`src/rtl/seg7_scan_ctrl.sv`:
```
// seg7_scan_ctrl: time-multiplexed scan controller for a multi-digit
// common-cathode 7-segment display sharing one BCD decoder.
// Each digit slot is TICK_DIV cycles long: BLANK_CYCLES dark cycles,
// then the digit is lit for the remainder of the slot.
// New values are double-buffered and committed only at frame wrap.
// Optional build macro: SEG7_LEADING_ZERO_BLANK_EN. When it is defined,
// leading zero digits stay dark; digit 0 is always shown.
//
//   state | meaning
//   idle  | scan disabled, display dark, counter/index held at 0
//   blank | start of a slot, all digits off (anti-ghosting)
//   show  | current digit enabled until the slot ends
module seg7_scan_ctrl #(
  parameter int NUM_DIGITS   = 4,
  parameter int TICK_DIV     = 50000,
  parameter int BLANK_CYCLES = 16
) (
  input  logic                    clk,
  input  logic                    rst,
  input  logic                    enable,
  input  logic                    load,
  input  logic [4*NUM_DIGITS-1:0] digits_in,
  output logic                    load_ready,
  output logic [3:0]              bcd_out,
  output logic [NUM_DIGITS-1:0]   digit_en,
  output logic                    frame_done
);

  localparam int cnt_w = (TICK_DIV > 1) ? $clog2(TICK_DIV) : 1;
  localparam int idx_w = (NUM_DIGITS > 1) ? $clog2(NUM_DIGITS) : 1;

  localparam logic [cnt_w-1:0] cnt_last   = cnt_w'(TICK_DIV - 1);
  localparam logic [cnt_w-1:0] blank_last = cnt_w'(BLANK_CYCLES - 1);
  localparam logic [idx_w-1:0] idx_last   = idx_w'(NUM_DIGITS - 1);

  typedef enum logic [1:0] {
    st_idle  = 2'd0,
    st_blank = 2'd1,
    st_show  = 2'd2
  } state_t;

  state_t                  state;
  logic [cnt_w-1:0]        cnt;
  logic [idx_w-1:0]        idx;
  logic [4*NUM_DIGITS-1:0] disp;
  logic [4*NUM_DIGITS-1:0] pend_data;
  logic                    pend;

  logic [3:0]              cur_digit;
  logic [NUM_DIGITS-1:0]   onehot;
  logic [NUM_DIGITS-1:0]   show_mask;
  logic [NUM_DIGITS-1:0]   show_en;

  // A new value can only be accepted while the holding buffer is empty.
  assign load_ready = ~pend;

  // Select the current digit from the committed display value and decode the index.
  always_comb begin
    cur_digit = disp[{idx, 2'b00} +: 4];
    onehot    = '0;
    onehot[idx] = 1'b1;
  end

`ifdef SEG7_LEADING_ZERO_BLANK_EN
  // A digit is lit if it or any more-significant digit is nonzero; digit 0 always lit.
  always_comb begin
    logic keep;
    keep      = 1'b0;
    show_mask = '0;
    for (int i = NUM_DIGITS - 1; i >= 0; i--) begin
      keep = keep | (disp[i*4 +: 4] != 4'd0) | (i == 0);
      show_mask[i] = keep;
    end
  end
`else
  // Every digit is lit, leading zeros included.
  always_comb begin
    show_mask = '1;
  end
`endif

  assign show_en = onehot & show_mask;

  // Scan FSM, slot timer, load buffer and registered display outputs.
  always_ff @(posedge clk) begin
    if (rst) begin
      state      <= st_blank;
      cnt        <= '0;
      idx        <= '0;
      disp       <= '0;
      pend_data  <= '0;
      pend       <= 1'b0;
      bcd_out    <= 4'd0;
      digit_en   <= '0;
      frame_done <= 1'b0;
    end else begin
      frame_done <= 1'b0;
      // Outputs follow the current state, so they lag a transition by one cycle;
      // dropping enable darkens the display on the very next edge.
      bcd_out    <= cur_digit;
      digit_en   <= (enable && state == st_show) ? show_en : '0;

      if (load && !pend) begin
        pend_data <= digits_in;
        pend      <= 1'b1;
      end

      if (!enable) begin
        // Abort: no frame_done and no commit; a pending value survives.
        state <= st_idle;
        cnt   <= '0;
        idx   <= '0;
      end else begin
        case (state)
          st_idle: begin
            state <= st_blank;
            cnt   <= '0;
            idx   <= '0;
          end
          st_blank: begin
            cnt <= cnt + cnt_w'(1);
            if (cnt == blank_last) begin
              state <= st_show;
            end
          end
          st_show: begin
            if (cnt == cnt_last) begin
              cnt   <= '0;
              state <= st_blank;
              if (idx == idx_last) begin
                idx        <= '0;
                frame_done <= 1'b1;
                if (pend) begin
                  disp <= pend_data;
                  pend <= 1'b0;
                end
              end else begin
                idx <= idx + idx_w'(1);
              end
            end else begin
              cnt <= cnt + cnt_w'(1);
            end
          end
          default: begin
            state <= st_idle;
            cnt   <= '0;
            idx   <= '0;
          end
        endcase
      end
    end
  end

endmodule
```
`config.mk`:
```
export PLATFORM = sky130hd
export DESIGN_NAME = seg7_scan_ctrl
export DESIGN_NICKNAME = d
export VERILOG_FILES = /design/src/rtl/seg7_scan_ctrl.sv
export SDC_FILE = /design/constraint.sdc
export NUM_CORES = 1
export LEC_CHECK = 0
export ABC_AREA = 0
export CORE_UTILIZATION = 55
export DETAILED_ROUTE_END_ITERATION = 7
export PLACE_DENSITY = 0.78
export SLEW_MARGIN = 20
export SYNTH_ARGS = -nofsm -noshare
export SYNTH_HDL_FRONTEND = slang
export SYNTH_SLANG_ARGS = --single-unit
```
`constraint.sdc`:
```
create_clock -name clk -period 2.4 [get_ports clk]
set_input_delay 0.48 -clock clk [delete_from_list [all_inputs] [get_ports clk]]
set_output_delay 0.48 -clock clk [all_outputs]
set_load 0.05 [all_outputs]
```
==> results.tsv, run 1 <==
metric	value	unit
max incr delay on CP	810	ps
# resized after CTS	0	
synth warn	0	
Non-Filler Instances	390	
Synth area leaders	dfxtp_1 46%, a21oi_1 6.0%, nand2_1 5.9%	
FF/Latch Area	1241	sq um
Net Switching	0.4494	mW
Post-synth EDFFs	0	
First-pass DRT Iterations	4	
layout cell share with drive strength beyond 1	10.65	%
TritonCTS Buffers	9	
Mapped Nets	333	
max_cap viols	0	
multi-input logic area	1315	sq um
Worst setup EP type	output port	
crit start category	flop	
Seq pwr share	53.8	%
Placed Cells	375	
GRT Total Usage	25.47	%
DRT Wirelength	5860	um
vias per cell	5.874	
CTS clk-pin slew, worst paths	60	ps
Max IR drop VDD	0.0004294	V
CTS H-tree depth	3	
Setup CP Type	reg -> out	
pre-CTS setup slack	423.3	ps
Clock Tree Buf Depth	2	
Unique masters post-synth	39	
Seq/Total Area, Yosys	46.46	%
Nets	363	
prevailing post-synth register cell	dfxtp_1	
crit-path cells	inv_1 > clkdlybuf4s50_1	
metal1 wirelength	2581	um
antenna-violating nets left	0	
FF+latch count, synth	62	
most frequent cell after synthesis	dfxtp_1	
fill count	369	
final instance area	3192	sq um
top cell family by delay on the critical path	buffers and inverters	
Critical-path top delay cell	clkdlybuf4s50_1	
status	finished, final reports clean	
Synth Area per Inst	8.787	sq um
# diodes	0	
Die W	71.69	um
post-DR wirelength/cell	15.03	um
Sink Count	62	
PwrDens	620.6	nW/um^2
Syn Inst Count	304	
top fanout value on the critical path	5	
antenna violations before repair	0	
Final Max Slew Viols	0	
setup bufs post-CTS	0	
fmax	481.2	MHz
Min Clock Period, post-route	2078	ps
HP Class	reg -> reg	
final clock skew	1.890	ps
crit share post-route	86.59	%
Final Wtd Congestion	0.7999	
first-pass GRT wire length	9977	um
# port buffers	29	
Critical Path RT	1920	ps
post-placement cell area	3024	sq um
synth cell count leaders	62 x dfxtp_1, 42 x nand2_1, 32 x a21oi_1	
met3 WL	362	um
Combinational Power Share	6.5	%
Max-slew headroom	62.29	%
setup ws final	321.9	ps
Starting Density	59.31	%
clk_lat worst skew	330	ps
Die Span Y	71.69	um
Hold Vio Cnt, Final	0	
Sw Ratio	22.69	%
Slew @ Worst Pin	564.3	ps
synthesis-to-layout area growth	19.48	%
DRT iter0 DRCs	207	
Int Power	1.531	mW
Top Ports	30	
die area	5139	sq um
met2 WL post-DR	2831	um
hold buffers post-CTS	0	
vias	2291	
setup TNS	0	ps
Buf/Inv on CP	2	
Mapped Area	2671	sq um
area of the core	4504	sq um
CTS tree	yes	
gr ovfl total	0	
largest net degree at the start of global routing	40	
Pleak	1.110	nW
vias in the first global route	2137	
post-synth top area cell	dfxtp_1	
Rows	24	
top routing layer in use	met4	
Post-DP HPWL	3992	um
async set-reset flop share out of synthesis	0	%
final setup fails	0	
Residual DRC	0	
clock root cell	clkbuf_8	
RSZ-0062 raised after global routing	false	
Clk pwr share	39.7	%
CP arrival	1600	ps
Synth top area share	46.46	%
==> registers in the layout, indices dropped and copies added (netlist names) <==
register / count
frame_done: 1
idx: 2
state: 2
pend_data: 16
bcd_out: 4
digit_en: 4
cnt: 16
disp: 16
pend: 1
==> cell families (layout without fill, tap and decap cells) <==
| group | count (synthesis) | in the layout | share of synthesized area, % |
|---|---|---|---|
| buffers and inverters | 30 | 64 | 4.309 |
| XOR/XNOR | 11 | 11 | 3.607 |
| multiplexers | 5 | 5 | 3.747 |
| flip-flops | 62 | 62 | 46.46 |
| AO/OA/AOI/OAI | 59 | 59 | 12.08 |
| adder cells (fa/ha/maj) | 9 | 9 | 4.216 |
| AND/OR/NAND/NOR | 128 | 128 | 25.57 |
==> area by class of cell <==
cell class              count  area share, %
inverters                  10          1.176
repair buffers             39          11.45
clock buffers              14          5.096
clock inverters             1         0.1568
well taps                  52          2.038
multi-input cells         212          41.20
flip-flops and latches     62          38.89
==> layer usage <==
| layer | vias up | global-route usage, % |
|---|---|---|
| met5 | - | 0 |
| met4 | 0 | 9.368 |
| met3 | 9 | 9.001 |
| met2 | 84 | 40.15 |
| met1 | 1061 | 32.29 |
| li1 | 1137 | - |
==> power by group through the flow <==
stage	registers [mW]	logic [mW]	clock network [mW]
final	1.07	0.129	0.787
after floorplan	1.08	0.0721	0
after CTS	1.06	0.129	0.800
after global placement	1.09	0.126	0
after detailed placement	1.09	0.127	0
after global routing	1.07	0.142	0.846
==> path summary, 6_finish.rpt <==
check	startpoint	end	slack, ps	depth (start not counted)
worst max-delay path	pend	load_ready	320	2
worst min-delay path	pend_data[0]	pend_data[0]	460	2
worst max register to register	cnt[10]	state[0]	500	5
worst min register to register	pend_data[0]	pend_data[0]	460	2
==> worst min-delay path, delay by kind of cell, from the launching register on <==
kind	cells	cell delay, ps
flip-flops	1	310
AND/OR/NAND/NOR	1	50
AO/OA/AOI/OAI	1	50
==> stage by stage <==
stage               hold WS (ps)  util, %  total power [mW]
finish                     460.5    70.86             1.981
global route               488.2    70.86             2.055
CTS                        461.3    70.86             1.994
detailed placement         450.9    67.14             1.214
global placement           446.9    67.14             1.212
floorplan                  436.7        -             1.153
==> cells in the final DEF (no fill, tap or decap), types with 2 or more instances in the layout <==
cell	synthesis	routed
nand3_1	5	5
or3_1	3	3
nor2_1	8	8
a21oi_1	32	32
nor3_1	15	15
clkdlybuf4s50_1	0	29
o22ai_1	2	2
a211oi_1	2	2
inv_1	10	10
xor2_1	2	2
xnor2_1	9	9
nor4_1	6	6
clkbuf_1	18	3
mux4_2	4	4
o21ai_0	17	17
ha_1	9	9
dfxtp_1	62	62
clkbuf_8	0	11
nor2b_1	7	7
and3_1	8	8
nand4_1	20	20
and2_1	2	2
buf_4	0	10
nor3b_1	3	3
nand2_1	42	42
Power figures use the tool's default switching activity.
==> run 2: changes to the inputs <==
Settings changed: PLACE_DENSITY 0.78 to 0.85.
==> run 2 against run 1 <==
Effect of this change:
- utilization increased by 1.0 points
- clock power is 26% higher
- worst hold slack improved by 4.1 ps
- clock skew grew 6.1 ps
- largest power group unchanged
- first-iteration DRC count is 15% lower
- cell count is 0.26% higher
- critical path type unchanged
- critical path depth unchanged
- critical endpoint unchanged
- combinational power about the same
==> results.tsv, run 2 (same netlist as run 1, synthesis figures left out) <==
metric	value	unit
clock root cell	clkbuf_8	
fill count	344	
clk_lat worst skew	340	ps
crit start category	flop	
DRT Wirelength	5695	um
startpoint of the worst register-to-register path	cnt[10]	
commonest non-fill, non-tap cell in the layout	dfxtp_1	
GRT Total Usage	25.04	%
DRT iter0 DRCs	175	
Post-DP HPWL	3804	um
layout cell share with drive strength beyond 1	11.50	%
Nets	363	
final instance area	3238	sq um
Critical path origin	pend	
met2 WL post-DR	2686	um
# diodes	0	
Setup CP Type	reg -> out	
vias	2328	
largest net degree at the start of global routing	40	
Max-slew headroom	62.31	%
Pleak	1.130	nW
Critical Path RT	1920	ps
Residual DRC	0	
top routing layer in use	met4	
Largest regs	cnt (16), disp (16), pend_data (16)	
fmax	484.3	MHz
final clock skew	8.017	ps
first-pass GRT wire length	9804	um
TritonCTS Buffers	9	
metal1 wirelength	2532	um
FF/Latch Area	1241	sq um
area of the core	4504	sq um
commonest non-fill, non-tap cells in the layout	62 x dfxtp_1, 42 x nand2_1, 32 x a21oi_1, 29 x clkdlybuf4s50_1, 20 x nand4_1	
CTS H-tree depth	3	
setup bufs post-CTS	0	
max incr delay on CP	810	ps
hold_sp	pend_data[13]	
CTS clk-pin slew, worst paths	70	ps
# resized after CTS	0	
# port buffers	29	
vias per cell	5.954	
Hold Vio Cnt, Final	0	
met3 WL	370	um
hold buffers post-CTS	0	
Starting Density	59.31	%
Die Span Y	71.69	um
Die W	71.69	um
crit share post-route	86.04	%
Final Wtd Congestion	0.8097	
setup TNS	0	ps
Slew @ Worst Pin	563.9	ps
CTS tree	yes	
Worst setup EP type	output port	
post-DR wirelength/cell	14.57	um
top fanout value on the critical path	5	
Min Clock Period, post-route	2065	ps
Final Max Slew Viols	0	
RSZ-0062 raised after global routing	false	
multi-input logic area	1315	sq um
HP Class	reg -> reg	
antenna violations before repair	0	
crit-path cells	inv_1 > clkdlybuf4s50_1	
vias in the first global route	2167	
Clock Tree Buf Depth	2	
First-pass DRT Iterations	5	
gr ovfl total	0	
synthesis-to-layout area growth	21.22	%
PwrDens	674.2	nW/um^2
max_cap viols	0	
die area	5139	sq um
Sink Count	62	
Top Ports	30	
Rows	24	
final setup fails	0	
fin util	71.89	%
antenna-violating nets left	0	
Max IR drop VDD	0.0005003	V
status	finished, final reports clean	
CP arrival	1580	ps
post-placement cell area	3024	sq um
Critical-path top delay cell	clkdlybuf4s50_1	
-- run 2: cell count changes in the layout (fill, tap and decap cells not counted), sizes merged --
| cell | change |
|---|---|
| bufinv | +2 |
| clkinvlp | +1 |
| clkbuf | -4 |
| clkinv | +2 |
-- run 2: cell type report --
cell class / instances / area share, %
repair buffers: 39 / 11.28
multi-input cells: 212 / 40.61
well taps: 52 / 2.009
clock inverters: 6 / 2.666
inverters: 10 / 1.159
clock buffers: 10 / 3.941
flip-flops and latches: 62 / 38.33
-- run 2: worst paths after layout --
check                   to  cells after the start  slack, ps
max             load_ready                      2        340
min          pend_data[13]                      2        460
max reg2reg        disp[5]                      5        500
min reg2reg  pend_data[13]                      2        460
-- run 2: stage by stage --
step	setup slack [ps]	total power [mW]	cells	hold WS (ps)
global route	228.0	2.259	391	483.0
floorplan	652.0	1.153	304	436.7
global placement	551.7	1.210	375	447.6
detailed placement	402.4	1.213	375	447.7
finish	335.1	2.183	391	464.6
CTS	327.3	2.191	391	463.2
-- run 2: worst max-delay path: cells and delay by family, from the launching register on --
family / cells / cell delay, ps
buf+inv: 2 / 900
flops: 1 / 350
-- run 2: routing by layer --
metal	vias to the layer above	global-route usage, %
met3	16	10.13
li1	1133	-
met2	94	38.47
met1	1085	32.11
met5	-	0
met4	0	8.497
-- run 2: report_power, final --
| part | switching, mW | internal [mW] | leakage [nW] | total (mW) |
|---|---|---|---|---|
| clock | 0.408 | 0.583 | 0.106 | 0.991 |
| combinational | 0.0710 | 0.0567 | 0.521 | 0.128 |
| sequential | 0.0161 | 1.05 | 0.502 | 1.06 |
| total | 0.495 | 1.69 | 1.13 | 2.18 |
==> run 3: changes to the inputs <==
Settings changed: CELL_PAD_IN_SITES_DETAIL_PLACEMENT set to 0, CELL_PAD_IN_SITES_GLOBAL_PLACEMENT set to 1, CORE_UTILIZATION 55 to 42, PLACE_DENSITY 0.85 to 0.87.
==> run 3 against run 2 <==
Effect of this change:
- final area grew 1.4%
- sequential share of layout area shrank 0.54 points
- non-clock buffer count grew 1
- clock-buffer cell count shrank 1
- routed wire length shrank 2.2%
- highest routed layer unchanged
==> results.tsv, run 3 (same netlist as run 1, synthesis figures left out) <==
metric	value	unit
setup bufs post-CTS	0	
layout cell share with drive strength beyond 1	11.54	%
GRT Total Usage	18.53	%
Slew @ Worst Pin	574.5	ps
pre-CTS setup slack	425.4	ps
Sink Count	62	
post-placement cell area	3060	sq um
CTS clk-pin slew, worst paths	60	ps
Largest regs	cnt (16), disp (16), pend_data (16)	
fmax	490.1	MHz
post-DR wirelength/cell	13.49	um
clock root cell	clkbuf_8	
CTS H-tree depth	3	
Critical path origin	pend	
crit start category	flop	
hold_sp	pend_data[15]	
DRT iter0 DRCs	117	
Die W	81.75	um
die area	6683	sq um
Nets	364	
# resized after CTS	0	
Min Clock Period, post-route	2040	ps
commonest non-fill, non-tap cell in the layout	dfxtp_1	
top fanout value on the critical path	5	
Starting Density	44.33	%
vias	2243	
clk_lat worst skew	330	ps
Max IR drop VDD	0.0004007	V
FF/Latch Area	1241	sq um
First-pass DRT Iterations	4	
RSZ-0062 raised after global routing	false	
crit share post-route	85.01	%
final setup fails	0	
Hold Vio Cnt, Final	0	
Max-slew headroom	61.61	%
DRT Wirelength	5572	um
# port buffers	29	
multi-input logic area	1315	sq um
startpoint of the worst register-to-register path	cnt[0]	
Setup CP Type	reg -> out	
first-pass GRT wire length	9390	um
Worst setup EP type	output port	
HP Class	reg -> reg	
vias per cell	5.431	
Die Span Y	81.75	um
fill count	561	
antenna violations before repair	0	
status	finished, final reports clean	
final clock skew	7.194	ps
vias in the first global route	1970	
Residual DRC	0	
top cell family by delay on the critical path	buffers and inverters	
CTS tree	yes	
crit-path cells	inv_1 > clkdlybuf4s50_1	
gr ovfl total	0	
commonest non-fill, non-tap cells in the layout	62 x dfxtp_1, 42 x nand2_1, 32 x a21oi_1, 29 x clkdlybuf4s50_1, 20 x nand4_1	
Critical Path RT	1920	ps
largest net degree at the start of global routing	40	
Critical-path top delay cell	clkdlybuf4s50_1	
final instance area	3284	sq um
setup TNS	0	ps
Final Wtd Congestion	0.7719	
synthesis-to-layout area growth	22.95	%
Post-DP HPWL	3728	um
area of the core	6026	sq um
max_cap viols	0	
Rows	28	
hold buffers post-CTS	0	
# diodes	0	
PwrDens	684.5	nW/um^2
Final Max Slew Viols	0	
CP arrival	1560	ps
setup ws final	359.7	ps
Buf/Inv on CP	2	
Pleak	1.144	nW
Clock Tree Buf Depth	2	
TritonCTS Buffers	9	
Top Ports	30	
antenna-violating nets left	0	
max incr delay on CP	800	ps
==> run 3: cell count changes in the layout (fill, tap and decap cells not counted) <==
cell	previous run	this run
buf_4	10	11
bufinv_16	2	3
clkbuf_1	1	0
clkinv_4	1	0
clkinvlp_4	1	0
==> run 3: path summary, 6_finish.rpt <==
| kind | end | slack, ps | depth (start not counted) |
|---|---|---|---|
| worst min-delay path | pend_data[15] | 460 | 2 |
| worst min register to register | pend_data[15] | 460 | 2 |
| worst max-delay path | load_ready | 360 | 2 |
| worst max register to register | disp[10] | 460 | 6 |
==> run 3: final cells by class <==
class	count	share of cell area (%)
Tap cell	75	2.857
Clock inverter	5	3.048
Inverter	10	1.143
Multi-Input combinational cell	212	40.04
Timing Repair Buffer	40	11.35
Clock buffer	9	3.771
Sequential cell	62	37.79
==> run 3: worst register-to-register path, delay by kind of cell (launching register included) <==
kind | cells | cell delay [ps]
fa+ha+maj | 1 | 260
compound gates | 2 | 310
simple gates | 2 | 550
buf+inv | 1 | 320
flops | 1 | 380
==> run 3: through the flow <==
step	power, mW	cells	hold WS (ps)	util [%]
3_3_place_gp	1.212	399	446.2	50.79
5_1_grt	2.342	413	475.5	54.51
6_report	2.248	413	458.1	54.51
4_1_cts	2.271	413	459.3	54.51
2_1_floorplan	1.153	304	436.7	-
3_5_place_dp	1.215	399	450.8	50.79
==> run 3: layer usage <==
layer	wire, um	part of all wire [%]	track usage [%]	up-vias
li1	-	-	-	1146
met1	2882	52	26.34	1040
met2	2399	43	26.28	49
met3	175	3.1	3.333	8
met4	114	2.0	10.00	0
met5	0	0	0	-
==> run 3: power by group <==
part / total [mW] / switching (mW) / leakage (nW) / internal [mW]
Combinational: 0.129 / 0.0696 / 0.526 / 0.0591
Sequential: 1.06 / 0.0137 / 0.502 / 1.05
Clock: 1.06 / 0.383 / 0.115 / 0.674
Total: 2.25 / 0.466 / 1.14 / 1.78
